--- src/rtl/ethertype_classifier.sv ---
// EtherType classifier and payload gate for an N-bit-per-cycle receive stream.
// Define ETHERTYPE_VLAN_EN to strip one 802.1Q tag and classify the inner type.
module ethertype_classifier #(
    parameter int N = 2
) (
    input  logic         clk,
    input  logic         rst,
    input  logic [N-1:0] axiid,
    input  logic         axiiv,
    output logic [N-1:0] axiod,
    output logic         axiov,
    output logic [1:0]   cls,
    output logic         clsv,
    output logic         vlan,
    output logic [11:0]  vid,
    output logic         done
);

    localparam int CHUNKS = 16 / N;
    localparam int CW = $clog2(CHUNKS) + 1;
    localparam logic [CW-1:0] LAST = CW'(CHUNKS - 1);

    typedef enum logic [2:0] {
        S_TYPE,
        S_PAYLOAD,
        S_DROP
`ifdef ETHERTYPE_VLAN_EN
        , S_TAG,
        S_TYPE2
`endif
    } state_t;

    state_t         state;
    state_t         state_next;
    logic [CW-1:0]  count;
    logic [15:0]    shift;
    logic [15:0]    field;
    logic           last;
    logic           header;
    logic           clsv_set;
    logic [1:0]     cls_next;
`ifdef ETHERTYPE_VLAN_EN
    logic           tagged_next;
    logic           tci_latch;
    logic [11:0]    vid_pend;
`endif

    function automatic logic [1:0] type_class(input logic [15:0] t);
        case (t)
            16'h0800: type_class = 2'd1;
            16'h0806: type_class = 2'd2;
            16'h86DD: type_class = 2'd3;
            default:  type_class = 2'd0;
        endcase
    endfunction

    // The field as it will look once the current chunk is shifted in.
    assign field  = 16'({shift, axiid});
    assign last   = axiiv && (count == LAST);
    assign header = (state != S_PAYLOAD) && (state != S_DROP);

    always_comb begin
        state_next = state;
        clsv_set   = 1'b0;
        cls_next   = 2'd0;
`ifdef ETHERTYPE_VLAN_EN
        tagged_next = 1'b0;
        tci_latch   = 1'b0;
`endif
        case (state)
            S_TYPE: begin
                if (last) begin
`ifdef ETHERTYPE_VLAN_EN
                    if (field == 16'h8100) begin
                        state_next = S_TAG;
                    end else
`endif
                    begin
                        clsv_set   = 1'b1;
                        cls_next   = type_class(field);
                        state_next = (cls_next != 2'd0) ? S_PAYLOAD : S_DROP;
                    end
                end
            end
`ifdef ETHERTYPE_VLAN_EN
            S_TAG: begin
                if (!axiiv) begin
                    state_next = S_TYPE;
                end else if (last) begin
                    tci_latch  = 1'b1;
                    state_next = S_TYPE2;
                end
            end
            S_TYPE2: begin
                if (!axiiv) begin
                    state_next = S_TYPE;
                end else if (last) begin
                    clsv_set    = 1'b1;
                    tagged_next = 1'b1;
                    cls_next    = type_class(field);
                    state_next  = (cls_next != 2'd0) ? S_PAYLOAD : S_DROP;
                end
            end
`endif
            S_PAYLOAD, S_DROP: begin
                if (!axiiv) state_next = S_TYPE;
            end
            default: state_next = S_TYPE;
        endcase
    end

    always_ff @(posedge clk) begin
        if (rst) begin
            state <= S_TYPE;
            count <= '0;
            shift <= '0;
            axiod <= '0;
            axiov <= 1'b0;
            cls   <= 2'd0;
            clsv  <= 1'b0;
            done  <= 1'b0;
        end else begin
            state <= state_next;
            // A gap in the header or a completed field restarts collection.
            if (header && axiiv && !last) begin
                count <= count + CW'(1);
                shift <= field;
            end else begin
                count <= '0;
                shift <= '0;
            end
            axiov <= axiiv && (state == S_PAYLOAD);
            axiod <= (axiiv && (state == S_PAYLOAD)) ? axiid : '0;
            clsv  <= clsv_set;
            if (clsv_set) cls <= cls_next;
            done  <= !axiiv && ((state == S_PAYLOAD) || (state == S_DROP));
        end
    end

`ifdef ETHERTYPE_VLAN_EN
    always_ff @(posedge clk) begin
        if (rst) begin
            vlan     <= 1'b0;
            vid      <= '0;
            vid_pend <= '0;
        end else begin
            if (tci_latch) vid_pend <= field[11:0];
            if (clsv_set) begin
                vlan <= tagged_next;
                vid  <= tagged_next ? vid_pend : 12'd0;
            end
        end
    end
`else
    assign vlan = 1'b0;
    assign vid  = 12'd0;
`endif

endmodule

--- config.mk ---
export PLATFORM = sky130hd
export DESIGN_NAME = ethertype_classifier
export DESIGN_NICKNAME = d
export VERILOG_FILES = /design/src/rtl/ethertype_classifier.sv
export SDC_FILE = /design/constraint.sdc
export NUM_CORES = 1
export LEC_CHECK = 0
export BUFFER_PORTS_ARGS = -buffer_cell sky130_fd_sc_hd__buf_2
export CORE_MARGIN = 2
export CORE_UTILIZATION = 50
export CTS_BUF_LIST = sky130_fd_sc_hd__clkbuf_4 sky130_fd_sc_hd__clkbuf_8
export CTS_CLUSTER_DIAMETER = 50
export DETAILED_ROUTE_END_ITERATION = 10
export PLACE_DENSITY = 0.73
export SKIP_CTS_REPAIR_TIMING = 1
export SYNTH_ARGS = -nofsm -noshare
export SYNTH_HDL_FRONTEND = slang
export SYNTH_SLANG_ARGS = --single-unit
--- constraint.sdc ---
create_clock -name clk -period 1.79 [get_ports clk]
set_input_delay 0 -clock clk [delete_from_list [all_inputs] [get_ports clk]]
set_output_delay 0 -clock clk [all_outputs]
set_load 0.01 [all_outputs]
# Word level (Yosys, flattened, before mapping)
# Cells that the tools add are included.
# W data, S select, Z words.
# word_totals
ff_bits,28
in_bits,5
out_inout_bits,20
# op_classes
addsub,1
eq_ne,10
n_mux,11
n_bitwise,2
reduce_logical,15
# ops
op,n
$eq A16 B12 Y1 const B,2
$eq A16 B16 Y1 const B,1
$mux W2,5
$logic_and A1 B1 Y1,6
$mux W3,2
$pmux W2 S3,1
$pmux W3 S2,1
$reduce_or A2 Y1,3
$add A4 B1 Y4 const B,1
$eq A4 B3 Y1 const B,1
$ne A2 B2 Y1 const B,2
$eq A3 B1 Y1 const B,1
$eq A3 B2 Y1 const B,1
$logic_not A3 Y1,1
$ne A3 B1 Y1 const B,1
$ne A3 B2 Y1 const B,1
$logic_not A1 Y1,2
$mux W1,2
$not A1 Y1,2
$reduce_and A2 Y1,1
$reduce_bool A2 Y1,1
$logic_or A1 B1 Y1,1

# Depth between registers and ports, before layout
# Gate-level depths: netlist of the first run.
# logic_depth
ltp_word,8
ltp_mapped,6
ltp_nobuf,5

# Least setup slack after synthesis of the first run
# Ideal clock, no wire load.
# synth_path
path_type,register to register
startpoint,register state[0]
endpoint,register shift[1]
t_arrival_ns,1.553
path_slack_ns,0.179
path_stages_with_launch,7
path_buffers,1
cell_sequence,dfxtp_1 inv_1 ha_1 or3b_1 nor2_2 clkbuf_2 and2_2
# synth_via
elab_chain_cells,6
elab_cells_between_ends,7
classes_between,eq/ne: 2; bitwise: 1; reduce/logical: 4
# synth_lines
item,line_no,rtl
start: declaration,33,state_t state;
start signal: assignment,123,state <= state_next;
$ne A3 B1 Y1 or $ne A3 B2 Y1 (tied branches),60,assign header = (state != S_PAYLOAD) && (state != S_DROP);
$logic_and A1 B1 Y1 *,60,
$logic_and A1 B1 Y1 * (2 in a row),125,if (header && axiiv && !last) begin
$not A1 Y1 (no source line) *,-,
$reduce_or A2 Y1 (no source line) *,-,
end signal: assignment,127,shift <= field;
end: declaration,36,logic [15:0] shift;
# Mark *: on every way between the ends. The rest lies on a longest branch, timed or not.
# A chain may end at the register's enable or synchronous reset.

# Worst setup path in the final report of the first run
# Same ends and word-level chain as after synthesis.

==> impl_metrics.csv, run 1 <==
group,metric,value,unit
timing,fin_crit,1680,ps
setup_path,path_delay_family,"simple AND/OR/NAND/NOR gates",
power_and_ir_drop,vdd_ir_drop_max,0.438,mV
timing,fin_crit_sh,0.936,
worst_hold_path,holdPathEnd,"clsv$_SDFF_PP0_",
floorplan,io_pins,25,
timing,post-route-worst-setup-slack,114,ps
synth,synth_area,1110,um^2
setup_path,r2r-end,"shift[1]$_SDFF_PP0_",
global_route,grt_usage,0.149,
clocking,path_clk_slew,150,ps
floorplan,die_w,51.1,um
setup_path,reg2reg_depth,6,
setup_path,r2r_slack,110,ps
synth,ys_ff_latch,27,
power_and_ir_drop,power_density,765,nW/um^2
clocking,cts_root_buf,"clkbuf_4",
clocking,cts_sinks,27,
synth,synth.distinct_cells,36,
detailed_routing,drt_drc_violations_left,0,
floorplan,rows,17,
synth,ys_warn_count,0,
placement,place_congestion,0.718,
global_route,met2_usage,0.242,
detailed_routing,num_vias,707,
detailed_routing,wl,1.71,mm
global_route,antenna_found_initial,0,
detailed_routing,postRouteAntennaNets,0,
setup_path,path_max_fanout,15,
final_layout,antenna_cells,0,
timing,tns,0,ps
setup_path,critPathSlowestCell,"or3b_1",
synth,synthFlopType,"dfxtp_1",
final_layout,fillers,193,
setup_path,path_class,"reg2reg",
final_layout,multi_input_area,502,um^2
placement,port_buffers,11,
setup_path,cp-end-kind,"flop",
timing,finalMaxSlewViolations,0,
synth,syn_inst,105,
final_layout,drive_gt1_frac,0.195,
clocking,cts_tree,"done",
floorplan,initial_core_util,0.517,
power_and_ir_drop,total_power,940,uW
global_route,grt_pass1_wl,2.82,mm
job,cap_violations,0,
global_route,grt_max_degree,18,
detailed_routing,via_per_inst,4.68,
final_layout,syn_to_final_growth,10.6,%
timing,whs,457,ps
timing,clock-skew-final,4.39,ps
power_and_ir_drop,p_leak,0.000549,uW
worst_hold_path,hold_depth,3,
timing,fmax,597,MHz
detailed_routing,drt_iter0_drc,3,
global_route,grtUsageMet1,0.179,
worst_hold_path,hp-class,"in2reg",
synth,ys_top_cells_by_area,"dfxtp_1 (49%), buf_4 (8.8%), and2_1 (8.4%)",
setup_path,slowest_delay,450,ps
clocking,cts_made_buffers,3,
detailed_routing,firstDrtPassIters,2,
placement,dp_slack,159,ps
setup_path,critPathBufInv,2,
floorplan,die-area,2620,um^2
global_route,met3_usage,0.0263,
placement,dp_hpwl,1.29,mm
global_route,grt_pass1_vias,664,
outcome,status,"complete, no violations",
floorplan,coreArea,2150,um^2
synth,yosysTopAreaCell,"dfxtp_1",
synth,synth_enable_flop_cells,0,
global_route,grt_remaining_overflow,0,
worst_hold_path,min_from,"rst",
timing,setup_viol,0,
synth,yosysTopAreaCellShare,0.486,
setup_path,required,2080,ps
global_route,grt_busiest_layer,"met2",
setup_path,r2r_start,"state[0]$_SDFFE_PP0P_",
setup_path,path_cells,"inv_1 > ha_1 > or3b_1 > nor2_2 > buf_4 > and2_2",
detailed_routing,wl_per_cell,11.3,um
synth,yosysSeqAreaShare,0.486,
synth,syn_avg_cell_area,10.6,um^2
timing,finalHoldViolCount,0,
final_layout,regArea,541,um^2
synth,async_reset_ff_frac,0,
clocking,htree_levels,1,
setup_path,crit_arrival,1960,ps
clocking,clkLatencyLatePin,320,ps
setup_path,cp-start-kind,"flop",
final_layout,final_nets,132,
timing,grt_setup_unrepaired,"no",
clocking,clk_path_buf_depth,2,
floorplan,die_h,51.1,um
## routing by layer
metal  wire length (um)  share of wire
met1                788           0.46
met2                844           0.49
met3                 50          0.029
met4                 23          0.013
met5                  0              0
## cell usage after synthesis, types with 2 or more instances
cell type  count
nand2_1        3
inv_1          2
o21bai_1       2
and3b_1        2
nor2_1         2
nand3_1        3
and3_1         2
ha_1           3
buf_4         13
and2_1        15
dfxtp_1       27
nor3b_1        2
xnor2_1        2
a31oi_1        2
nor3_1         3
and2_2         2
## cell families after synthesis
kind of cell | synth area share
and+or+nand+nor | 0.275
DFF | 0.486
buffers and inverters | 0.102
AOI/OAI and AO/OA | 0.0755
xor gates and xnor gates | 0.0237
adders and majority gates | 0.0338
other | 0.00338
## sequential cells by signal, summed over array words and instances, names as in the netlist
register / count
axiod: 2
count: 4
cls: 2
done: 1
axiov: 1
clsv: 1
state: 2
shift: 14
## cell usage in the layout, fill, tap and decap left out, types with 2 or more instances in the layout
cell / instances
ha_1: 3
inv_1: 2
a31oi_1: 2
and3b_1: 2
nand2_1: 3
nand3_1: 3
buf_2: 11
and2_1: 15
dlygate4sd3_1: 5
and2_2: 2
xnor2_1: 2
nor3b_1: 2
nor2_1: 2
o21bai_1: 2
clkbuf_4: 3
conb_1: 13
nor3_1: 3
dfxtp_1: 27
and3_1: 2
## per-stage QoR
stage | cells | cell area [um^2] | util
global route | 151 | 1230 | 0.572
finish | 151 | 1230 | 0.572
global placement | 142 | 1150 | 0.534
floorplan | 117 | 1160 | -
detailed placement | 142 | 1150 | 0.534
CTS | 146 | 1180 | 0.549
## tightest hold or removal path: cells and delay by family
kind                   cells  cell delay (ps)
and+or+nand+nor            1               60
buffers and inverters      2              690
## power breakdown
group          switching [uW]  leakage, uW  internal [uW]
combinational            31.6     0.000313           21.7
clock                     184    0.0000183           91.1
sequential               4.60     0.000218            606
## area by class of cell
class | instances | area share
clock buffers | 3 | 0.0183
well taps | 28 | 0.0285
clock inverters | 1 | 0.00713
flip-flops and latches | 27 | 0.440
repair buffers | 17 | 0.0916
multi-input cells | 73 | 0.408
inverters | 2 | 0.00611
## how the worst max path moves through the flow
| stage | from | to | slack, ps | cells past startpoint |
|---|---|---|---|---|
| 5_1_grt | state[0]$_SDFFE_PP0P_ | shift[11]$_SDFF_PP0_ | 10 | 6 |
| 2_1_floorplan | state[0]$_SDFFE_PP0P_ | shift[1]$_SDFF_PP0_ | 180 | 6 |
| 4_1_cts | state[0]$_SDFFE_PP0P_ | count[1]$_SDFF_PP0_ | 130 | 6 |
| 3_3_place_gp | state[0]$_SDFFE_PP0P_ | shift[1]$_SDFF_PP0_ | 210 | 6 |
| 6_report | state[0]$_SDFFE_PP0P_ | shift[1]$_SDFF_PP0_ | 110 | 6 |
| 3_5_place_dp | state[0]$_SDFFE_PP0P_ | shift[1]$_SDFF_PP0_ | 160 | 6 |
Note: power is estimated with default switching activity, not from simulation.
==> inputs of run 2 (changes only) <==
- SKIP_LAST_GASP: not set -> 1
- clock period: 1.79 -> 2.1 ns (I/O delays scaled with it)
==> impl_metrics.csv, run 2 (synthesis gave the netlist of run 1 again) <==
group,metric,value,unit
placement,dp_slack,302,ps
timing,tns,0,ps
power_and_ir_drop,p_leak,0.000540,uW
final_layout,largest_reg_flops,14,
timing,finalHoldViolCount,0,
power_and_ir_drop,power_density,647,nW/um^2
placement,port_buffers,11,
timing,grt_setup_unrepaired,"no",
detailed_routing,postRouteAntennaNets,0,
setup_path,critPathSlowestCell,"or3b_1",
power_and_ir_drop,vdd_ir_drop_max,0.379,mV
timing,fmax,549,MHz
timing,finalMaxSlewViolations,0,
global_route,grt_max_degree,17,
timing,fin_crit,1820,ps
setup_path,path_class,"reg2reg",
detailed_routing,drt_iter0_drc,10,
setup_path,critPathBufInv,1,
clocking,path_clk_slew,150,ps
setup_path,path_cells,"inv_1 > ha_1 > or3b_1 > nor2_2 > and2_2",
clocking,cts_made_buffers,3,
setup_path,cp-end-kind,"flop",
setup_path,crit_arrival,2110,ps
outcome,status,"complete, no violations",
detailed_routing,via_per_inst,4.75,
detailed_routing,wl,1.65,mm
floorplan,die_w,51.1,um
global_route,grt_pass1_vias,633,
floorplan,initial_core_util,0.517,
worst_hold_path,min_from,"axiid[0]",
setup_path,slowest_delay,460,ps
timing,post-route-worst-setup-slack,278,ps
clocking,clk_path_buf_depth,2,
setup_path,required,2380,ps
final_layout,reg_top3,"shift (14), count (4)",
final_layout,regMostFlops,"shift",
global_route,grt_pass1_wl,2.83,mm
setup_path,startpoint,"state[0]$_SDFFE_PP0P_",
worst_hold_path,hp-class,"in2reg",
global_route,grt_remaining_overflow,0,
global_route,antenna_found_initial,0,
final_layout,fillers,180,
floorplan,coreArea,2150,um^2
floorplan,rows,17,
final_layout,final_cell_mix,"dfxtp_1 (27), and2_1 (15), conb_1 (13)",
floorplan,die_h,51.1,um
floorplan,io_pins,25,
power_and_ir_drop,total_power,790,uW
setup_path,path_max_fanout,15,
clocking,cts_root_buf,"clkbuf_4",
detailed_routing,num_vias,712,
clocking,htree_levels,1,
timing,fin_crit_sh,0.868,
final_layout,final_nets,131,
setup_path,r2r_start,"state[0]$_SDFFE_PP0P_",
detailed_routing,wl_per_cell,11.0,um
timing,clock-skew-final,10.0,ps
detailed_routing,drt_drc_violations_left,0,
final_layout,drive_gt1_frac,0.189,
detailed_routing,firstDrtPassIters,5,
placement,dp_hpwl,1.24,mm
setup_path,path_delay_family,"simple AND/OR/NAND/NOR gates",
final_layout,layout_commonest_cell,"dfxtp_1",
timing,setup_viol,0,
clocking,cts_tree,"done",
floorplan,die-area,2620,um^2
job,cap_violations,0,
final_layout,final_cell_area,1220,um^2
placement,place_congestion,0.727,
timing,whs,448,ps
clocking,cts_sinks,27,
final_layout,syn_to_final_growth,9.80,%
setup_path,cp-start-kind,"flop",
global_route,grt_usage,0.148,
placement,placed_area,1140,um^2
clocking,clkLatencyLatePin,330,ps
final_layout,antenna_cells,0,
-- run 2: changes by cell type in the layout (fill, tap and decap cells not counted) --
cell,change
buf_4,-1
inv_6,-1
clkinvlp_4,+1
-- run 2: layout make-up --
cell class | count | area (um^2) | share of cell area
tap | 28 | 35.0 | 0.0287
inverter | 2 | 7.51 | 0.00615
sequential | 27 | 541 | 0.443
timing repair buffer | 16 | 105 | 0.0862
clock buffer | 3 | 22.5 | 0.0185
clock inverter | 1 | 7.51 | 0.00615
multi-input combinational | 73 | 502 | 0.411
-- run 2: worst paths after layout --
| kind | to | slack, ps | cells past startpoint |
|---|---|---|---|
| hold reg to reg | shift[8]$_SDFF_PP0_ | 460 | 1 |
| hold / removal | axiod[0]$_SDFF_PP0_ | 450 | 3 |
| setup reg to reg | shift[1]$_SDFF_PP0_ | 280 | 5 |
| setup / recovery | shift[1]$_SDFF_PP0_ | 280 | 5 |
-- run 2: worst min-delay path, cell delays in order --
cell and delay [ps]:
dlygate4sd3_1 520, buf_2 130, and2_1 110
-- run 2: where the power goes --
part	switching, uW	total, uW	leakage (uW)	internal, uW
logic	26.3	43.5	0.000308	17.3
clock network	153	225	0.0000139	72.8
registers	3.85	521	0.000218	517
-- run 2: stage by stage --
step	std cells	util
finish	150	0.568
global placement	141	0.531
floorplan	117	-
CTS	145	0.545
detailed placement	141	0.531
global route	150	0.568
-- run 2: routing by layer --
layer	vias up	part of all wire	track usage
li1	365	-	-
met1	321	0.46	0.186
met2	22	0.48	0.238
met3	4	0.041	0.0263
met4	0	0.016	0.0811
met5	-	0	0
==> inputs of run 3 (changes only) <==
- CORE_ASPECT_RATIO: not set -> 0.8
==> impl_metrics.csv, run 3 (synthesis gave the netlist of run 1 again) <==
group,metric,value,unit
worst_hold_path,hp-class,"in2reg",
setup_path,cp-end-kind,"flop",
setup_path,crit_arrival,2090,ps
floorplan,io_pins,25,
power_and_ir_drop,sequentialPowerShare,0.656,
power_and_ir_drop,intPower,621,uW
final_layout,final_nets,131,
timing,fmax,552,MHz
final_layout,largest_reg_flops,14,
power_and_ir_drop,power_density,652,nW/um^2
clocking,clkLatencyLatePin,320,ps
power_and_ir_drop,p_clk_frac,0.288,
final_layout,reg_top3,"shift (14), count (4)",
detailed_routing,drt_iter0_drc,11,
final_layout,drive_gt1_frac,0.189,
final_layout,regMostFlops,"shift",
power_and_ir_drop,p_switching,172,uW
final_layout,antenna_cells,0,
setup_path,cp-start-kind,"flop",
placement,dp_hpwl,1.27,mm
detailed_routing,drt_drc_violations_left,0,
global_route,antenna_found_initial,0,
placement,place_congestion,0.826,
power_and_ir_drop,comb_power_share,0.055,
clocking,cts_root_buf,"clkbuf_4",
setup_path,r2r_slack,290,ps
placement,port_buffers,11,
power_and_ir_drop,vdd_ir_drop_max,0.585,mV
setup_path,required,2380,ps
clocking,cts_sinks,27,
final_layout,fin_cells,147,
floorplan,die_w,56.7,um
job,cap_violations,0,
detailed_routing,num_vias,720,
clocking,cts_made_buffers,3,
clocking,cts_tree,"done",
setup_path,path_max_fanout,15,
timing,tns,0,ps
detailed_routing,postRouteAntennaNets,0,
timing,whs,458,ps
timing,finalHoldViolCount,0,
timing,setup_viol,0,
timing,fin_crit,1810,ps
timing,finalMaxSlewViolations,0,
floorplan,initial_core_util,0.524,
detailed_routing,firstDrtPassIters,4,
placement,dp_cells,138,
floorplan,die_h,46.2,um
timing,clock-skew-final,4.13,ps
outcome,status,"complete, no violations",
floorplan,coreArea,2120,um^2
floorplan,rows,15,
clocking,path_clk_slew,130,ps
timing,fin_crit_sh,0.862,
global_route,grt_remaining_overflow,0,
setup_path,path_class,"reg2reg",
global_route,grt_max_degree,16,
final_layout,syn_to_final_growth,9.46,%
detailed_routing,wl,1.68,mm
final_layout,final_cell_mix,"dfxtp_1 (27), and2_1 (15), conb_1 (13)",
power_and_ir_drop,p_leak,0.000544,uW
global_route,grt_pass1_wl,2.65,mm
timing,grt_setup_unrepaired,"no",
clocking,clk_path_buf_depth,2,
detailed_routing,via_per_inst,4.90,
power_and_ir_drop,swShare,0.217,
detailed_routing,wl_per_cell,11.4,um
final_layout,fillers,192,
global_route,grt_pass1_vias,590,
floorplan,die-area,2620,um^2
clocking,htree_levels,1,
global_route,grt_usage,0.139,
final_layout,layout_commonest_cell,"dfxtp_1",
-- run 3: cell count changes in the layout (fill, tap and decap cells not counted), sizes merged --
cell,delta
clkinvlp,-1
clkbuf,+1
-- run 3: power by group through the flow --
stage / Sequential, uW / Combinational (uW) / Clock, uW
floorplan: 530 / 45.3 / 0
global placement: 532 / 37.4 / 0
detailed placement: 532 / 37.9 / 0
CTS: 521 / 38.1 / 236
global route: 522 / 49.1 / 260
finish: 521 / 44.0 / 229
-- run 3: path summary, 6_finish.rpt --
path,start,endpoint,depth (start not counted)
worst max-delay path,state[0]$_SDFFE_PP0P_,shift[1]$_SDFF_PP0_,5
worst min-delay path,axiid[0],shift[0]$_SDFF_PP0_,3
worst max register to register,state[0]$_SDFFE_PP0P_,shift[1]$_SDFF_PP0_,5
worst min register to register,shift[6]$_SDFF_PP0_,shift[8]$_SDFF_PP0_,1
-- run 3: metrics by stage --
step,setup slack [ps],utilization,cell area [um^2],power (uW)
3_5_place_dp,293,0.536,1140,570
4_1_cts,262,0.550,1170,795
5_1_grt,149,0.573,1220,831
2_1_floorplan,489,-,1160,576
6_report,290,0.573,1220,794
3_3_place_gp,348,0.536,1140,569
-- run 3: area by class of cell --
cell class / count / area (um^2) / share of cell area
Sequential cell: 27 / 541 / 0.444
Multi-Input combinational cell: 73 / 502 / 0.413
Timing Repair Buffer: 16 / 105 / 0.0864
Tap cell: 25 / 31.3 / 0.0257
Clock buffer: 4 / 30.0 / 0.0247
Inverter: 2 / 7.51 / 0.00617
-- run 3: worst max-delay path, stage by stage, from the launching register on --
cell	delay, ps
dfxtp_1	380
inv_1	70
ha_1	330
or3b_1	450
nor2_2	340
and2_2	200
-- run 3: metal layers --
layer,up-vias,wire length (um),track usage
li1,364,-,-
met1,324,791,0.170
met2,25,742,0.216
met3,7,102,0.0534
met4,0,40,0.0714
met5,-,0,0
